## src/rtl/mips_multicycle_core.sv

```systemverilog
// Multi-cycle MIPS-I subset core: FETCH/DECODE/EXEC/MEM/WB over one handshaked port.
// Optional perf counters enabled by defining MIPS_MC_PERF_EN.
module mips_multicycle_core #(
  parameter logic [31:0] RESET_PC        = 32'h0000_0000,
  parameter bit          HALT_ON_ILLEGAL = 1'b1
) (
  input  logic            clk,
  input  logic            rst_b,
  output logic [31:0]     mem_addr,
  output logic            mem_req,
  output logic            mem_we,
  output logic [0:3][7:0] mem_data_in,
  input  logic [0:3][7:0] mem_data_out,
  input  logic            mem_ready,
  output logic            halted
`ifdef MIPS_MC_PERF_EN
  ,
  output logic [31:0]     cycle_count,
  output logic [31:0]     retired_count
`endif
);

  typedef enum logic [2:0] {
    S_FETCH, S_DECODE, S_EXEC, S_MEM, S_WB, S_HALT
  } state_t;

  state_t      state;
  logic [31:0] pc, ir, a, b, alu_out, mdr;
  logic [31:0] rf [32];

  logic [5:0]  op, fn;
  logic [4:0]  rs, rt, rd, wb_dst;
  logic [31:0] imm_se, br_tgt, j_tgt, alu_res;
  logic        is_r, is_sys, is_addi, is_lw, is_sw, is_beq, is_j, legal;
  logic        f_sub, f_and, f_or, f_slt;

  always_comb begin
    op      = ir[31:26];
    fn      = ir[5:0];
    rs      = ir[25:21];
    rt      = ir[20:16];
    rd      = ir[15:11];
    f_sub   = (op == 6'h00) && (fn == 6'h22);
    f_and   = (op == 6'h00) && (fn == 6'h24);
    f_or    = (op == 6'h00) && (fn == 6'h25);
    f_slt   = (op == 6'h00) && (fn == 6'h2A);
    is_r    = f_sub || f_and || f_or || f_slt ||
              ((op == 6'h00) && (fn == 6'h20));
    is_sys  = (op == 6'h00) && (fn == 6'h0C);
    is_addi = op == 6'h08;
    is_lw   = op == 6'h23;
    is_sw   = op == 6'h2B;
    is_beq  = op == 6'h04;
    is_j    = op == 6'h02;
    legal   = is_r || is_sys || is_addi || is_lw ||
              is_sw || is_beq || is_j;
    imm_se  = {{16{ir[15]}}, ir[15:0]};
    // pc already holds PC+4 once the fetch has completed
    br_tgt  = pc + {imm_se[29:0], 2'b00};
    j_tgt   = {pc[31:28], ir[25:0], 2'b00};
    wb_dst  = is_r ? rd : rt;
  end

  always_comb begin
    alu_res = a + (is_r ? b : imm_se);
    unique case (1'b1)
      f_sub:   alu_res = a - b;
      f_and:   alu_res = a & b;
      f_or:    alu_res = a | b;
      f_slt:   alu_res = {31'b0, $signed(a) < $signed(b)};
      default: ;
    endcase
  end

  // Outputs derive from held registers, so they stay stable while stalled
  assign mem_req     = rst_b && (state == S_FETCH || state == S_MEM);
  assign mem_we      = (state == S_MEM) && is_sw;
  assign mem_addr    = (state == S_MEM) ? {alu_out[31:2], 2'b00} : pc;
  assign mem_data_in = b;

  always_ff @(posedge clk or negedge rst_b) begin
    if (!rst_b) begin
      state   <= S_FETCH;
      pc      <= RESET_PC;
      ir      <= '0;
      a       <= '0;
      b       <= '0;
      alu_out <= '0;
      mdr     <= '0;
      halted  <= 1'b0;
      for (int i = 0; i < 32; i++) rf[i] <= '0;
    end else begin
      unique case (state)
        S_FETCH: if (mem_req && mem_ready) begin
          ir    <= mem_data_out;
          pc    <= pc + 32'd4;
          state <= S_DECODE;
        end
        S_DECODE: begin
          a <= rf[rs];
          b <= rf[rt];
          if (is_j) begin
            pc    <= j_tgt;
            state <= S_FETCH;
          end else if (is_sys || (!legal && HALT_ON_ILLEGAL)) begin
            state  <= S_HALT;
            halted <= 1'b1;
          end else if (!legal) begin
            state <= S_FETCH;
          end else begin
            state <= S_EXEC;
          end
        end
        S_EXEC: begin
          alu_out <= alu_res;
          if (is_beq) begin
            if (a == b) pc <= br_tgt;
            state <= S_FETCH;
          end else if (is_lw || is_sw) begin
            state <= S_MEM;
          end else begin
            state <= S_WB;
          end
        end
        S_MEM: if (mem_req && mem_ready) begin
          if (is_lw) begin
            mdr   <= mem_data_out;
            state <= S_WB;
          end else begin
            state <= S_FETCH;
          end
        end
        S_WB: begin
          if (wb_dst != 5'd0) rf[wb_dst] <= is_lw ? mdr : alu_out;
          state <= S_FETCH;
        end
        S_HALT: ;
        default: state <= S_HALT;
      endcase
    end
  end

`ifdef MIPS_MC_PERF_EN
  logic retire;

  always_comb begin
    retire = 1'b0;
    unique case (state)
      S_DECODE: retire = is_j || is_sys || (!legal && !HALT_ON_ILLEGAL);
      S_EXEC:   retire = is_beq;
      S_MEM:    retire = mem_req && mem_ready && is_sw;
      S_WB:     retire = 1'b1;
      default:  retire = 1'b0;
    endcase
  end

  always_ff @(posedge clk or negedge rst_b) begin
    if (!rst_b) begin
      cycle_count   <= '0;
      retired_count <= '0;
    end else if (!halted) begin
      cycle_count <= cycle_count + 32'd1;
      if (retire) retired_count <= retired_count + 32'd1;
    end
  end
`endif

endmodule
```

## config.mk

```make
export PLATFORM = sky130hd
export DESIGN_NAME = mips_multicycle_core
export DESIGN_NICKNAME = d
export VERILOG_FILES = /design/src/rtl/mips_multicycle_core.sv
export SDC_FILE = /design/constraint.sdc
export NUM_CORES = 2
export LEC_CHECK = 0
export CORE_ASPECT_RATIO = 0.9
export CORE_MARGIN = 2
export CORE_UTILIZATION = 30
export CTS_BUF_LIST = sky130_fd_sc_hd__clkbuf_8 sky130_fd_sc_hd__clkbuf_16
export DETAILED_ROUTE_END_ITERATION = 8
export DONT_BUFFER_PORTS = 1
export SYNTH_ARGS = -nofsm -noshare
export SYNTH_HDL_FRONTEND = slang
export SYNTH_SLANG_ARGS = --single-unit
```

## constraint.sdc

```tcl
create_clock -name clk -period 14.82 [get_ports clk]
set_clock_uncertainty 0.2 [all_clocks]
set_input_delay 0.741 -clock clk [delete_from_list [all_inputs] [get_ports clk]]
set_output_delay 0.741 -clock clk [all_outputs]
set_load 0.03 [all_outputs]
```

; ---- Word level (Yosys, flattened, before mapping)
; Index checks and enable logic that the tools add are counted.
[op_classes]
addsub = 4
order_cmp = 5
eq_ne = 22
mux = 28
bitwise = 8
reduce_logical = 36
[op_table]
columns = cell, count
row1 = bitwise mux 1024 bit, 1
row2 = two-way mux 32 bit, 11
row3 = binary-select mux 32 bit (select 5 bit), 2
row4 = demux 32 bit (select 5 bit), 1
row5 = case mux 32 bit (4 select lines), 1
row6 = case mux 32 bit (3 select lines), 1
row7 = adder 32 bit, 2
row8 = "== test 6 bit, second input constant", 7
row9 = "adder 32 x 3 -> 32 bit, second input constant", 1
row10 = AND 32 bit, 1
row11 = == test 32 bit, 1
row12 = < comparator 32 bit, 1
row13 = bitwise OR 32 bit, 1
row14 = subtractor 32 bit, 1
row15 = two-way mux 28 bit, 1
row16 = two-way mux 3 bit, 7
row17 = "greater-or-equal comparator 6 bit, second input constant", 3
row18 = inverter 5 -> 6 bit, 3
row19 = case mux 3 bit (6 select lines), 1
row20 = logical OR 1 bit, 13
row21 = "== test 6 x 4 -> 1 bit, second input constant", 2
row22 = logical AND 1 bit, 10
row23 = AND reduction 5 bit, 2
row24 = AND reduction 3 bit, 3
row25 = other kinds (18), 26
[totals]
reg_bits = 1220
input_bits = 35
wordCells = 144

; ---- Longest topological paths before layout
[logic_depth]
ltp_word = 17
ltp_mapped = 19

; ---- Worst setup path before layout
; OpenSTA, ideal clock, no wires.
[synth_timing]
kind = reg2reg
start = register ir[26]
end = register alu_out[30]
setup_ns = 0.131
t_arrival_ns = 4.848
t_required_ns = 14.489
path_slack_ns = 9.640
path_stages_with_launch = 20
n_path_buf = 5
path_cell_list = dfrtp_1 or4_1 or4_1 buf_2 a211o_4 buf_6 clkbuf_1 clkbuf_1 o21ai_0 ha_1 clkbuf_1 a2111oi_0 o21ai_0 o21a_1 and3_1 a2111oi_0 o31ai_1 xor2_1 a221oi_1 a31oi_1
[synth_via]
elab_chain_cells = 9
elab_cells_between_ends = 13
classes_between = 1 x add/sub / 2 x mux / 10 x reduce/logical
[synth_lines]
columns = element, line
row1 = "start, declared", 28  ; logic [31:0] pc, ir, a, b, alu_out, mdr;
row2 = "start signal, assigned", 95  ; ir <= mem_data_out;
row3 = logical NOT 6 bit (*), n/a
row4 = "logical AND 1 bit, on equally long branches", "43, 44"
row5 = logical OR 1 bit (4 in series), 47  ; is_r = f_sub || f_and || f_or || f_slt ||
row6 = two-way mux 32 bit, 65  ; alu_res = a + (is_r ? b : imm_se);
row7 = adder 32 bit, 65
row8 = case mux 32 bit (4 select lines) (*), 66  ; unique case (1'b1)
row9 = "end signal, assigned", 115  ; alu_out <= alu_res;
row10 = "end, declared", 28
; Every way passes the cells marked *; elsewhere a longest branch is shown, timed or not.
; A chain may end at the register's enable or synchronous reset.

; ---- Worst setup path after layout
[layout_timing]
start = register ir[30]
end = register alu_out[30]
; The elaborated chain is that of the path after synthesis.

==> results.cfg <==
[floorplan]
core_area_sq_um = 222000
die_y_microns = 452
io_pins = 102
fp.dieW_microns = 502
die_area_sq_um = 227000
num_rows = 164
start_util_pct = 30.1

[layout]
layout_commonest_cell = dfrtp_1
layout_common_cells = dfrtp_1 (1207), nor2_1 (738), a21oi_1 (737)
fin_cells = 8898
fillers = 21900
drive_above_1_share_pct = 19.2
finalNetCount = 6000
stdcell_area_sq_um = 74500
areaGrowthSynthToFinish_pct = 11.4

[global_route]
grt_overflow = 0
antenna_found_initial = 13
grt_max_degree = 187
grt_usage_pct = 19.5
grt_pass1_vias = 48500
grt_pass1_wl_microns = 331000

[job]
drv_cap = 0

[hold_path]
whs_path_depth = 2
hp-start = mem_ready
hold_path.class = primary input to register
min_to = state[1]

[clock_tree]
cts_max_path_buffers = 3
numCtsBuffers = 135
cts.sinks = 1218
cts.clk_slew.worst_paths_ns = 0.06
ctsHtreeMaxLevel = 4
cts_tree = yes
cts.repair.resized = 0
root_buffer = clkbuf_16
clk_latency_ns = 0.81

[synthesis]
synth_ff_type = dfrtp_1
seq_area_frac_synth_pct = 45.6
ys_seq_elements = 1218
yosys_warnings = 0
synth_edf_count = 0
synthDistinctLibCells = 73
synthesis.area_sq_um = 66900
postSynth.asyncResetShare_pct = 100
avgSynthCellArea_sq_um = 11.0
synth_cells = 6066

[status]
status = finished clean

[sta]
finalSetupViolCount = 0
relSlewSlack_pct = 16.4
hold_viol = 0
worst_pin_slew_ns = 1.25
fin_crit_ns = 6.52
finalSetupTns_ns = 0
rsz0062_at_grt = false
whs_ns = 0.104
slew_violations = 0
timing.final.crit_share_pct = 44.0
max_freq_ghz = 0.153

[critical_path]
reg2regPathDepth = 15
crit_path_end_kind = register
critPathMaxFanout = 50
start_kind = register
reg2reg_slack_ns = 8.30
crit_arrival_ns = 6.98
r2r-start = ir[30]
required_ns = 15.28
worstSetupPathType = register to register
r2r_end = alu_out[30]

[power]
irDropWorstVdd_mv = 0.129
p_leak_nw = 31.5
total_power_mw = 6.78
powerDensity_nw_per_um2 = 91.1

[place]
dp.cells = 8621
place.port_buffers = 0
placed_cell_area_sq_um = 69700
gp_congestion = 0.950
hpwlAfterDp_microns = 135000

[drt]
ant_nets = 0
drc = 0
dr.pass1.iters = 8
vias = 49300
drt_iter0_markers = 5493
routedWlPerCell_microns = 25.1
wl_microns = 223000
avgViaCountPerCell = 5.54
through the flow:
stage          util, %  worst slack, ns
2_1_floorplan        -             9.64
3_3_place_gp      31.4             8.32
3_5_place_dp      31.4             8.42
4_1_cts           33.6             8.40
5_1_grt           33.6             7.98
6_report          33.6             8.30
layer usage:
| layer | routed length [microns] | GRT usage (%) | vias up | share of wire (%) |
|---|---|---|---|---|
| li1 | - | - | 21400 | - |
| met1 | 92400 | 26.8 | 25300 | 41 |
| met2 | 102000 | 30.0 | 2130 | 46 |
| met3 | 21000 | 4.72 | 422 | 9.4 |
| met4 | 8230 | 7.11 | 2 | 3.7 |
| met5 | 8 | 0 | - | 0.0036 |
critical path: stages (launching register included):
cell and delay, ns:
dfrtp_1 0.43, or4_1 0.57, or4_1 0.73, a211o_4 0.62, nand2_1 0.57, o21ai_0 0.22, ha_1 0.43, a2111oi_0 0.39
o21ai_0 0.16, o21a_1 0.16, and3_1 0.20, a2111oi_0 0.80, o31ai_1 0.24, xor2_1 0.19, a221oi_1 0.32, a31oi_1 0.12
registers in the layout, indices dropped and copies added, names as in the netlist:
signal	cells
a	32
halted	1
mdr	32
ir	32
alu_out	32
state	3
mem_data_in	32
rf	1024
pc	30
cell type report:
class / instances / area [sq um] / share of cell area [%]
multi-input cells: 4175 / 34000 / 45.6
diodes: 7 / 17.5 / 0.0235
well taps: 2988 / 3740 / 5.02
inverters: 113 / 424 / 0.570
clock inverters: 72 / 599 / 0.805
repair buffers: 160 / 1390 / 1.87
flip-flops and latches: 1218 / 30500 / 41.0
clock buffers: 165 / 3820 / 5.14
cells in the mapped netlist, types with 7 or more instances:
cell type | instances | area, sq um
dfrtp_1 | 1218 | 30500
nor2_1 | 741 | 2780
a21oi_1 | 738 | 3690
nand2_1 | 674 | 2530
mux4_2 | 640 | 14400
o21ai_0 | 568 | 2840
clkbuf_1 | 379 | 1420
ha_1 | 159 | 1990
inv_1 | 113 | 424
buf_2 | 99 | 495
mux2i_1 | 99 | 991
mux2_2 | 61 | 687
buf_1 | 59 | 221
xnor2_1 | 45 | 394
a21o_1 | 27 | 203
xor2_1 | 27 | 236
nand3_1 | 25 | 125
nor3_1 | 25 | 125
nand2b_1 | 24 | 150
a31oi_1 | 23 | 144
and2_1 | 21 | 131
nor2b_1 | 18 | 113
a211oi_1 | 16 | 120
o211ai_1 | 15 | 113
a221oi_1 | 14 | 123
nand4_1 | 13 | 81.3
o21bai_1 | 13 | 97.6
or3_1 | 13 | 81.3
o22ai_1 | 12 | 75.1
and3_1 | 11 | 68.8
a2111oi_0 | 10 | 87.6
buf_4 | 10 | 75.1
nor2_2 | 10 | 62.6
o21a_1 | 10 | 75.1
o31ai_1 | 10 | 75.1
nor4_1 | 8 | 50.1
buf_6 | 7 | 78.8
clkbuf_2 | 7 | 35.0
nand3b_1 | 7 | 52.6
or4_1 | 7 | 52.6
repair_timing:
item,4_1_cts,5_1_grt
setup buffers,0,0
hold buffers,33,0
setup endpoints to repair,0,0
hold endpoints to repair,161,0
cells by family (layout without fill, tap and decap cells):
logic type,after synthesis,in the layout,share of synthesized area [%]
and+or+nand+nor,1620,1620,9.93
muxes,800,800,24.1
xor gates and xnor gates,72,72,0.943
buffers and inverters,674,510,4.12
DFF,1218,1218,45.6
other,1,9,0.00561
adders and majority gates,162,162,3.07
AOI/OAI and AO/OA,1519,1519,12.3
power by group:
group | internal (mW) | switching (mW)
Combinational | 0.00966 | 0.0733
Sequential | 3.33 | 0
Clock | 1.93 | 1.45
worst max path at each step:
stage | from | endpoint | slack [ns] | cells past startpoint
after floorplan | ir[26] | alu_out[30] | 9.64 | 19
after global placement | ir[30] | alu_out[30] | 8.32 | 15
after detailed placement | ir[30] | alu_out[30] | 8.42 | 15
after CTS | ir[30] | alu_out[30] | 8.40 | 15
after global routing | ir[26] | alu_out[30] | 7.98 | 15
final | ir[30] | alu_out[30] | 8.30 | 15
No activity file was read; power rests on OpenSTA's default activity.
